[src/rtl/knn_pkg.sv]
// knn_pkg: shared KNN datapath defaults and training-fetch state encoding
package knn_pkg;
  localparam int DEF_M = 2;
  localparam int DEF_N = 3;
  localparam int DEF_W = 16;
  localparam int DEF_TYPE_W = 3;
  localparam int DEF_L = 6;
  localparam int DEF_NUM_SAMPLES = 1 << DEF_L;
  localparam int SAMPLE_WORDS = DEF_M * DEF_N + 1;
  typedef enum logic [2:0] {IDLE, ISSUE, WAIT, PRESENT, DRAIN} fetch_state_t;
endpackage

[src/rtl/training_data_fetcher.sv]
// training_data_fetcher: word-serial fetch of one training sample per request into a packed vector
module training_data_fetcher
  import knn_pkg::*;
#(
  parameter int M = DEF_M,
  parameter int N = DEF_N,
  parameter int W = DEF_W,
  parameter int TYPE_W = DEF_TYPE_W,
  parameter int NUM_SAMPLES = DEF_NUM_SAMPLES,
  parameter int ADDR_W = 10,
  parameter int BASE_ADDR = 0
) (
  input  logic                clk,
  input  logic                rst,
  input  logic                data_request,
  input  logic                restart,
  output logic                mem_rd_en,
  output logic [ADDR_W-1:0]   mem_addr,
  input  logic [W-1:0]        mem_rd_data,
  input  logic                mem_rd_valid,
  output logic [W*M*N-1:0]    training_data,
  output logic [TYPE_W-1:0]   training_data_type,
  output logic                read_done,
  output logic                last_sample,
  output logic                busy
);
  localparam int FW = M * N;
  localparam int SCW = NUM_SAMPLES > 1 ? $clog2(NUM_SAMPLES) : 1;
  localparam int WCW = $clog2(FW + 1);
  localparam logic [SCW-1:0] LAST = SCW'(NUM_SAMPLES - 1);
  localparam logic [WCW-1:0] TW = WCW'(FW);
  localparam logic [ADDR_W-1:0] BASE = ADDR_W'(BASE_ADDR);
  fetch_state_t state, state_nxt;
  logic [SCW-1:0] sample_cnt;
  logic [WCW-1:0] word_cnt;
  logic [ADDR_W-1:0] addr;
  logic pending, req_q, present;
  logic [FW*W-1:0] shadow, data_q;
  logic [TYPE_W-1:0] shadow_type, type_q;
  always_comb begin
    state_nxt = state;
    case (state)
      IDLE:    state_nxt = (data_request || pending) ? ISSUE : IDLE;
      ISSUE:   state_nxt = WAIT;
      WAIT:    state_nxt = mem_rd_valid ? ((word_cnt == TW) ? PRESENT : ISSUE) : WAIT;
      PRESENT: state_nxt = IDLE;
      DRAIN:   state_nxt = mem_rd_valid ? IDLE : DRAIN;
      default: state_nxt = IDLE;
    endcase
    // a read still outstanding must be drained; one returning this cycle needs no drain
    if (restart)
      state_nxt = (state == ISSUE || ((state == WAIT || state == DRAIN) && !mem_rd_valid)) ? DRAIN : IDLE;
  end
  always_ff @(posedge clk or posedge rst)
    if (rst) state <= IDLE;
    else state <= state_nxt;
  // outputs show the shadow copy during PRESENT and the held copy otherwise
  assign present = state == PRESENT && !restart;
  assign read_done = present;
  assign last_sample = present && sample_cnt == LAST;
  assign busy = state != IDLE;
  assign mem_rd_en = state == ISSUE;
  assign mem_addr = addr;
  assign training_data = present ? shadow : data_q;
  assign training_data_type = present ? shadow_type : type_q;
  always_ff @(posedge clk or posedge rst) begin
    if (rst) begin
      sample_cnt <= '0;
      word_cnt <= '0;
      addr <= BASE;
      pending <= 1'b0;
      req_q <= 1'b0;
      shadow <= '0;
      shadow_type <= '0;
      data_q <= '0;
      type_q <= '0;
    end else begin
      req_q <= data_request;
      if (restart) begin
        sample_cnt <= '0;
        word_cnt <= '0;
        addr <= BASE;
        pending <= 1'b0;
      end else begin
        if (state == IDLE) pending <= 1'b0;
        else if (data_request && !req_q) pending <= 1'b1;
        if (state == WAIT && mem_rd_valid) begin
          if (word_cnt == TW) shadow_type <= mem_rd_data[TYPE_W-1:0];
          else begin
            shadow[int'(word_cnt)*W +: W] <= mem_rd_data;
            addr <= addr + ADDR_W'(1);
            word_cnt <= word_cnt + WCW'(1);
          end
        end
        if (state == PRESENT) begin
          data_q <= shadow;
          type_q <= shadow_type;
          word_cnt <= '0;
          sample_cnt <= (sample_cnt == LAST) ? '0 : sample_cnt + SCW'(1);
          addr <= (sample_cnt == LAST) ? BASE : addr + ADDR_W'(1);
        end
      end
    end
  end
endmodule

[config.mk]
export PLATFORM = sky130hd
export DESIGN_NAME = training_data_fetcher
export DESIGN_NICKNAME = d
export VERILOG_FILES = /design/src/rtl/knn_pkg.sv /design/src/rtl/training_data_fetcher.sv
export SDC_FILE = /design/constraint.sdc
export NUM_CORES = 1
export LEC_CHECK = 0
export BUFFER_PORTS_ARGS = -buffer_cell sky130_fd_sc_hd__buf_4
export CAP_MARGIN = 20
export CORE_UTILIZATION = 52
export CTS_CLUSTER_SIZE = 10
export DETAILED_ROUTE_END_ITERATION = 10
export GPL_TIMING_DRIVEN = 0
export PLACE_DENSITY = 0.74
export SYNTH_ARGS = -nofsm -noshare
export SYNTH_HDL_FRONTEND = slang
export SYNTH_SLANG_ARGS = --single-unit
export TNS_END_PERCENT = 1
[constraint.sdc]
create_clock -name clk -period 9.6 [get_ports clk]
set_input_delay 0.96 -clock clk [delete_from_list [all_inputs] [get_ports clk]]
set_output_delay 0.96 -clock clk [all_outputs]
set_load 0.01 [all_outputs]
==> results of run 1 <==
[power breakdown]
group	internal, uW	total [uW]	switching (uW)
logic	291	530	239
registers	1090	1140	55.1
clock network	523	868	345
[worst paths after layout]
kind	startpoint	endpoint	slack, ps	cells after the start
hold reg to reg	shadow[20]	shadow[20]	480	2
setup reg to reg	word_cnt[0]	shadow[26]	6580	9
min in group asynchronous	rst	data_q[57]	570	2
hold / removal	shadow[20]	shadow[20]	480	2
max in group asynchronous	rst	shadow[84]	8020	3
setup / recovery	restart	training_data[46]	5720	6
[final cells by class]
cell class | count | area share
buffer | 29 | 0.01529
tap | 225 | 0.02493
sequential | 222 | 0.4920
inverter | 58 | 0.01994
multi-input combinational | 394 | 0.2932
clock buffer | 31 | 0.06116
clock inverter | 1 | 0.002659
timing repair buffer | 134 | 0.09086
[worst max-delay path: cells and delay by family]
| kind | cells | cell delay [ps] |
|---|---|---|
| AND/OR/NAND/NOR | 1 | 330 |
| buffers and inverters | 4 | 1210 |
| multiplexers | 1 | 410 |
[flip-flops by register name (all words and copies together), names as in the netlist]
| name | count |
|---|---|
| req_q | 1 |
| pending | 1 |
| word_cnt | 3 |
| mem_addr | 10 |
| type_q | 3 |
| shadow_type | 3 |
| data_q | 96 |
| sample_cnt | 6 |
| shadow | 96 |
| state | 3 |
[cell families (layout without fill, tap and decap cells)]
group,after synthesis,in the layout,share of synthesized area
and+or+nand+nor,146,146,0.08313
DFF,222,222,0.6002
buffers and inverters,87,253,0.04217
muxes,192,192,0.2306
xor gates and xnor gates,3,3,0.002839
adders and majority gates,9,9,0.01217
AOI/OAI and AO/OA,44,44,0.02893
[stage by stage]
| stage | utilization | instance area, um2 |
|---|---|---|
| 2_1_floorplan | - | 9256 |
| 3_3_place_gp | 0.6071 | 10540 |
| 3_5_place_dp | 0.6091 | 10570 |
| 4_1_cts | 0.6506 | 11290 |
| 5_1_grt | 0.6506 | 11290 |
| 6_report | 0.6506 | 11290 |
[per-layer routing]
metal	wire length, um	track usage
met1	9224	0.3301
met4	404	0.06679
met3	1181	0.03479
met5	0	0
met2	10230	0.3934
[placed cells by master (no fill, tap or decap), types with 2 or more instances in the layout]
master,n
mux2_4,10
xor2_1,2
nor3_1,7
o21ai_0,18
and4_1,3
or3_1,3
a21oi_1,11
nand2_1,68
nand2b_1,3
and3_1,18
nor2_1,15
ha_1,9
a31oi_1,2
buf_2,13
mux2i_1,52
buf_4,135
dfrtp_1,222
a22o_1,2
mux2_2,130
or4_1,4
clkbuf_1,13
nand3_2,2
inv_1,57
buf_6,3
nand3_1,5
o31ai_1,4
clkbuf_16,27
nand4_1,5
nor2b_1,3
==> results.json, run 1 <==
{
  "dr.pass1.iters": 4,
  "ant_nets": 0,
  "tightestPinTransition_ps": 769.9,
  "netlist_top_cells_count": "dfrtp_1 (222), mux2_2 (130), nand2_1 (68)",
  "route.detailed.drc": 0,
  "clkTransAtPathRegs_ps": 50,
  "rsz0062_at_grt": "false",
  "dieArea_mm2": 0.01834,
  "synth_top_area_cell": "dfrtp_1",
  "postCtsSetupBuffers": 0,
  "initial_core_util": 0.5333,
  "final_cells": 1094,
  "synthArstFlopShare": 1.000,
  "area_growth_pct": 21.99,
  "crit_slowest_cell": "clkbuf_1",
  "yosysMostFrequentCell": "dfrtp_1",
  "clk_latency_ps": 520,
  "hpwl_mm": 14.54,
  "relSlewSlack": 0.4828,
  "p_per_area_mw_per_mm2": 225.0,
  "synth_seq_cells": 222,
  "synth_top_area_frac": 0.6002,
  "fin_setup_tns_ps": 0,
  "multiInputGateArea_mm2": 0.003311,
  "slowest_delay_ps": 510,
  "synthDistinctLibCells": 48,
  "gp_congestion": 0.8265,
  "finalPower_uw": 2541,
  "cts_root_buf": "clkbuf_16",
  "worst_slack_ps": 5716,
  "hold_path_class": "reg -> reg",
  "diodes": 0,
  "crit_type": "in -> out",
  "crit_fanout": 10,
  "final-setup-viol-count": 0,
  "endpoint_kind": "output port",
  "syn_inst": 703,
  "cp-start-kind": "input pin",
  "layout-drive-gt1-share": 0.3843,
  "cts_tree": "yes",
  "final-hold-violation-count": 0,
  "wl_per_cell_um": 19.23,
  "path_cells": "buf_4 -> and4bb_2 -> clkbuf_1 -> buf_2 -> mux2_2 -> buf_4",
  "num_vias": 5962,
  "core_mm2": 0.01736,
  "finalMaxSlewViolations": 0,
  "hold_slack_ps": 483.2,
  "synth_edf_count": 0,
  "wirelength_mm": 21.04,
  "clock-sinks": 222,
  "worst_path_most_repeated_cell": "buf_4",
  "ys_warn_count": 0,
  "period_minus_slack_ps": 3884,
  "fill_cells": 1303,
  "nets": 895,
  "io_pins": 134,
  "fmax_ghz": 0.2575,
  "antenna_found_initial": 0,
  "leakagePower_uw": 0.005912,
  "seqCellArea_mm2": 0.005555,
  "fp-row-count": 48,
  "outcome": "finished clean",
  "ys.flop_type": "dfrtp_1",
  "synthesis.area_mm2": 0.009256,
  "cts_hold_buf": 0,
  "synth_area_leaders": "dfrtp_1 (60%), mux2_2 (16%), mux2i_1 (5.6%)",
  "numCtsBuffers": 26,
  "cts.path.max_buffers": 3,
  "postSynthAreaPerCell_um2": 13.17,
  "viasPerCell": 5.450,
  "grt_pass1_vias": 6192,
  "grt_usage": 0.2386,
  "synth_nets": 733,
  "io_buffers": 133,
  "skew_ps": 8.168,
  "grt_overflow_total": 0,
  "ys_seq_area_frac": 0.6002,
  "grt_pass1_wl_mm": 33.39,
  "ir_drop_mv": 0.1754,
  "die_y_um": 135.4,
  "grt_max_degree": 113,
  "maxCapViolCount": 0,
  "cts_resized": 0,
  "drtIter0Drc": 280,
  "h-tree-depth": 1,
  "arrival_ps": 2920,
  "placed_cells": 1062,
  "die_w_um": 135.4,
  "worstPathRequired_ps": 8640,
  "post-place-ws_ps": 5720,
  "fin_crit_sh": 0.4046
}
No activity file was read; power rests on OpenSTA's default activity.
==> inputs of run 2 (changes only) <==
Clock period 9.6 ns to 4 ns, I/O delays scaled along.
==> results.json, run 2 (synthesis gave the netlist of run 1 again) <==
{
  "outcome": "finished clean",
  "final-hold-violation-count": 0,
  "p_per_area_mw_per_mm2": 534.3,
  "wirelength_mm": 21.33,
  "io_buffers": 133,
  "antenna_found_initial": 0,
  "final_cells": 1098,
  "grt_overflow_total": 0,
  "placed_cells": 1066,
  "nets": 900,
  "tightestPinTransition_ps": 809.2,
  "crit_fanout": 10,
  "fmax_ghz": 0.3026,
  "hold_path_class": "in -> async",
  "cts_root_buf": "clkbuf_16",
  "ant_nets": 0,
  "crit_type": "reg -> out",
  "cts_tree": "yes",
  "relSlewSlack": 0.4594,
  "skew_ps": 14.92,
  "h-tree-depth": 1,
  "drtIter0Drc": 250,
  "final_cell_mix": "dfrtp_1 (222), buf_4 (135), mux2_2 (130)",
  "postCtsSetupBuffers": 0,
  "gp_congestion": 0.8180,
  "diodes": 0,
  "fill_cells": 1314,
  "clkTransAtPathRegs_ps": 50,
  "io_pins": 134,
  "ir_drop_mv": 0.3888,
  "route.detailed.drc": 0,
  "dieArea_mm2": 0.01834,
  "rsz0062_at_grt": "false",
  "fin_crit_sh": 0.8262,
  "grt_pass1_vias": 6390,
  "worstPathRequired_ps": 3600,
  "multiInputGateArea_mm2": 0.003311,
  "viasPerCell": 5.463,
  "grt_pass1_wl_mm": 34.29,
  "initial_core_util": 0.5333,
  "cp-start-kind": "flip-flop",
  "grt_max_degree": 43,
  "maxCapViolCount": 0,
  "dr.pass1.iters": 5,
  "die_w_um": 135.4,
  "finalMaxSlewViolations": 0,
  "arrival_ps": 2900,
  "final-setup-viol-count": 0,
  "clock-sinks": 222,
  "final_common_cell": "dfrtp_1",
  "cts_hold_buf": 1,
  "seqCellArea_mm2": 0.005555,
  "clk_latency_ps": 520,
  "endpoint_kind": "output port",
  "fp-row-count": 48,
  "reg2regPathDepth": 9,
  "fin_util": 0.6546,
  "die_y_um": 135.4,
  "cts_resized": 0,
  "leakagePower_uw": 0.005945,
  "period_minus_slack_ps": 3305,
  "hpwl_mm": 14.95,
  "core_mm2": 0.01736,
  "cts.path.max_buffers": 3,
  "numCtsBuffers": 26,
  "num_vias": 5998,
  "wl_per_cell_um": 19.42,
  "grt_usage": 0.2445,
  "area_growth_pct": 22.75,
  "layout-drive-gt1-share": 0.3895
}
==> run 2: path summary, 6_finish.rpt <==
path	start	slack, ps	end
worst max-delay path	state[2]	700	training_data[46]
worst min-delay path	rst	30	data_q[57]
worst max register to register	word_cnt[0]	910	shadow[29]
worst min register to register	shadow[25]	480	shadow[25]
max in group asynchronous	rst	3010	shadow[89]
min in group clk	mem_rd_data[13]	180	shadow[45]
==> run 2: final cells by class <==
| class | count | share of cell area |
|---|---|---|
| Clock buffer | 30 | 0.06222 |
| Sequential cell | 222 | 0.4889 |
| Inverter | 58 | 0.01949 |
| Clock inverter | 1 | 0.0004405 |
| Timing Repair Buffer | 139 | 0.09757 |
| Multi-Input combinational cell | 394 | 0.2914 |
| Buffer | 29 | 0.01520 |
| Tap cell | 225 | 0.02478 |
==> run 2: power breakdown <==
part | switching [uW] | internal, uW | leakage [uW] | total (uW)
Clock | 823 | 1220 | 0.000352 | 2040
Sequential | 133 | 2610 | 0.00276 | 2740
Combinational | 578 | 705 | 0.00283 | 1280
==> run 2: worst max-delay path, stage by stage (launching register included) <==
cell and delay (ps):
dfrtp_1 370, buf_6 140, and4bb_2 320, clkbuf_1 590
buf_2 410, mux2_2 410, buf_4 150
==> run 2: stage by stage <==
step / worst slack (ps) / power [uW] / cell area [um2] / hold slack (ps) / TNS (ps)
floorplan: 703.9 / 3431 / 9260 / 431.4 / 0
global placement: -333.1 / 4009 / 10540 / 458.9 / -71810
detailed placement: 1009 / 4076 / 10640 / 473.3 / 0
CTS: 691.5 / 6133 / 11360 / 53.14 / 0
global route: 578.2 / 6354 / 11360 / 91.31 / 0
finish: 695.3 / 6071 / 11360 / 34.52 / 0
==> run 2: layer usage <==
layer  wire length (um)  GRT usage  part of all wire
met1               9153     0.3373              0.43
met2              10420     0.3994              0.49
met3               1185    0.03928             0.056
met4                567    0.07303             0.027
met5                  0          0                 0
==> inputs of run 3 (changes only) <==
Settings changed: CORE_UTILIZATION 52 to 51, PLACE_DENSITY 0.74 to 0.75.
Clock period 4 ns to 2.88 ns, I/O delays scaled along.
==> results.json, run 3 (synthesis gave the netlist of run 1 again) <==
{
  "outcome": "finished clean",
  "area_growth_pct": 23.45,
  "cts.path.max_buffers": 3,
  "arrival_ps": 3160,
  "worstPathRequired_ps": 3250,
  "cp-start-kind": "flip-flop",
  "cts_root_buf": "clkbuf_16",
  "wirelength_mm": 21.33,
  "numCtsBuffers": 26,
  "period_minus_slack_ps": 2792,
  "reg2regPathDepth": 9,
  "r2r-end": "shadow[24]",
  "route.detailed.drc": 0,
  "hold_slack_ps": 76.27,
  "dr.pass1.iters": 4,
  "fp-row-count": 48,
  "min_path_cells": 3,
  "worstSetupStartpoint": "word_cnt[0]",
  "crit_fanout": 10,
  "clk_latency_ps": 510,
  "final_cell_mix": "dfrtp_1 (222), buf_4 (141), mux2_2 (130)",
  "maxCapViolCount": 0,
  "initial_core_util": 0.5278,
  "grt_usage": 0.2381,
  "wl_per_cell_um": 19.26,
  "crit_type": "reg -> reg",
  "nets": 907,
  "hpwl_mm": 14.98,
  "final-setup-viol-count": 0,
  "finalMaxSlewViolations": 0,
  "net-switching-power_uw": 2159,
  "hold_path_class": "in -> reg",
  "gp_congestion": 0.8231,
  "drtIter0Drc": 262,
  "dieArea_mm2": 0.01869,
  "pwr-share-clk": 0.334,
  "io_buffers": 133,
  "clkTransAtPathRegs_ps": 60,
  "final_cells": 1107,
  "grt_overflow_total": 0,
  "die_w_um": 136.7,
  "seq_power_share": 0.452,
  "viasPerCell": 5.405,
  "p_per_area_mw_per_mm2": 737.7,
  "fin_crit_sh": 0.9694,
  "final-hold-violation-count": 0,
  "comb_power_share": 0.214,
  "placed_cells": 1066,
  "rsz0062_at_grt": "true",
  "p_int_uw": 6271,
  "ir_drop_mv": 0.8630,
  "cts_tree": "yes",
  "postPlaceCellArea_mm2": 0.01064,
  "relSlewSlack": 0.4764,
  "leakagePower_uw": 0.005971,
  "io_pins": 134,
  "grt_pass1_wl_mm": 33.97,
  "clock-sinks": 222,
  "layout-drive-gt1-share": 0.3923,
  "diodes": 0,
  "core_mm2": 0.01754,
  "grt_max_degree": 48,
  "ant_nets": 0,
  "fin_setup_tns_ps": 0,
  "fmax_ghz": 0.3582,
  "skew_ps": 6.781,
  "switching_share": 0.2561,
  "tightestPinTransition_ps": 779.4,
  "design_area_mm2": 0.01143,
  "r2r_slack_ps": 90,
  "final_common_cell": "dfrtp_1",
  "endpoint_kind": "flip-flop",
  "antenna_found_initial": 0,
  "r2r_start": "word_cnt[0]",
  "die_y_um": 136.7,
  "num_vias": 5983,
  "crit_path_end": "shadow[24]",
  "h-tree-depth": 1,
  "grt_pass1_vias": 6336
}
[run 3: final cells by class]
cell class              count  area [um2]
multi-input cells         394        3311
clock buffers              32       694.4
inverters                  58       221.5
plain buffers              29       195.2
clock inverters             1       5.005
repair buffers            146        1164
flip-flops and latches    222        5555
fillers                  1284        6110
well taps                 225       281.5
[run 3: repair_timing]
action,4_1_cts,5_1_grt
hold endpoints to repair,43,0
gates resized for setup,2,9
setup buffers,0,6
pin swaps,1,1
setup endpoints to repair,110,111
hold buffers,2,0
[run 3: worst min path at each step]
stage | slack [ps] | endpoint | from
after floorplan | 320 | req_q | data_request
after detailed placement | 240 | data_q[57] | rst
final | 80 | shadow[62] | mem_rd_data[14]
after global placement | 410 | req_q | data_request
after global routing | 70 | shadow[11] | mem_rd_data[11]
after CTS | 60 | shadow[62] | mem_rd_data[14]
[run 3: layer usage]
| layer | part of all wire | up-vias | global-route usage |
|---|---|---|---|
| met1 | 0.43 | 3054 | 0.3186 |
| met5 | 0 | - | 0 |
| met2 | 0.49 | 157 | 0.4013 |
| met3 | 0.052 | 32 | 0.04185 |
| met4 | 0.021 | 0 | 0.06111 |
| li1 | - | 2740 | - |
[run 3: per-stage QoR]
step / power [uW] / utilization / setup WS (ps)
global route: 8819 / 0.6516 / -78.80
floorplan: 4766 / - / -304.1
detailed placement: 5668 / 0.6067 / -118.4
global placement: 5577 / 0.6010 / -1305
finish: 8430 / 0.6516 / 88.25
CTS: 8503 / 0.6479 / 8.679
[run 3: power by group through the flow]
| stage | Sequential (uW) | Clock (uW) | Combinational, uW |
|---|---|---|---|
| after floorplan | 3800 | 0 | 961 |
| after global placement | 3840 | 0 | 1740 |
| after detailed placement | 3860 | 0 | 1800 |
| after CTS | 3820 | 2860 | 1820 |
| after global routing | 3870 | 3000 | 1950 |
| final | 3810 | 2810 | 1800 |
[run 3: critical path: stages, from the launching register on]
cell	delay, ps
dfrtp_1	480
clkbuf_2	260
inv_1	110
ha_1	230
ha_1	420
o31a_1	290
nand4_1	310
clkbuf_1	330
nand2_1	130
o21ai_0	90
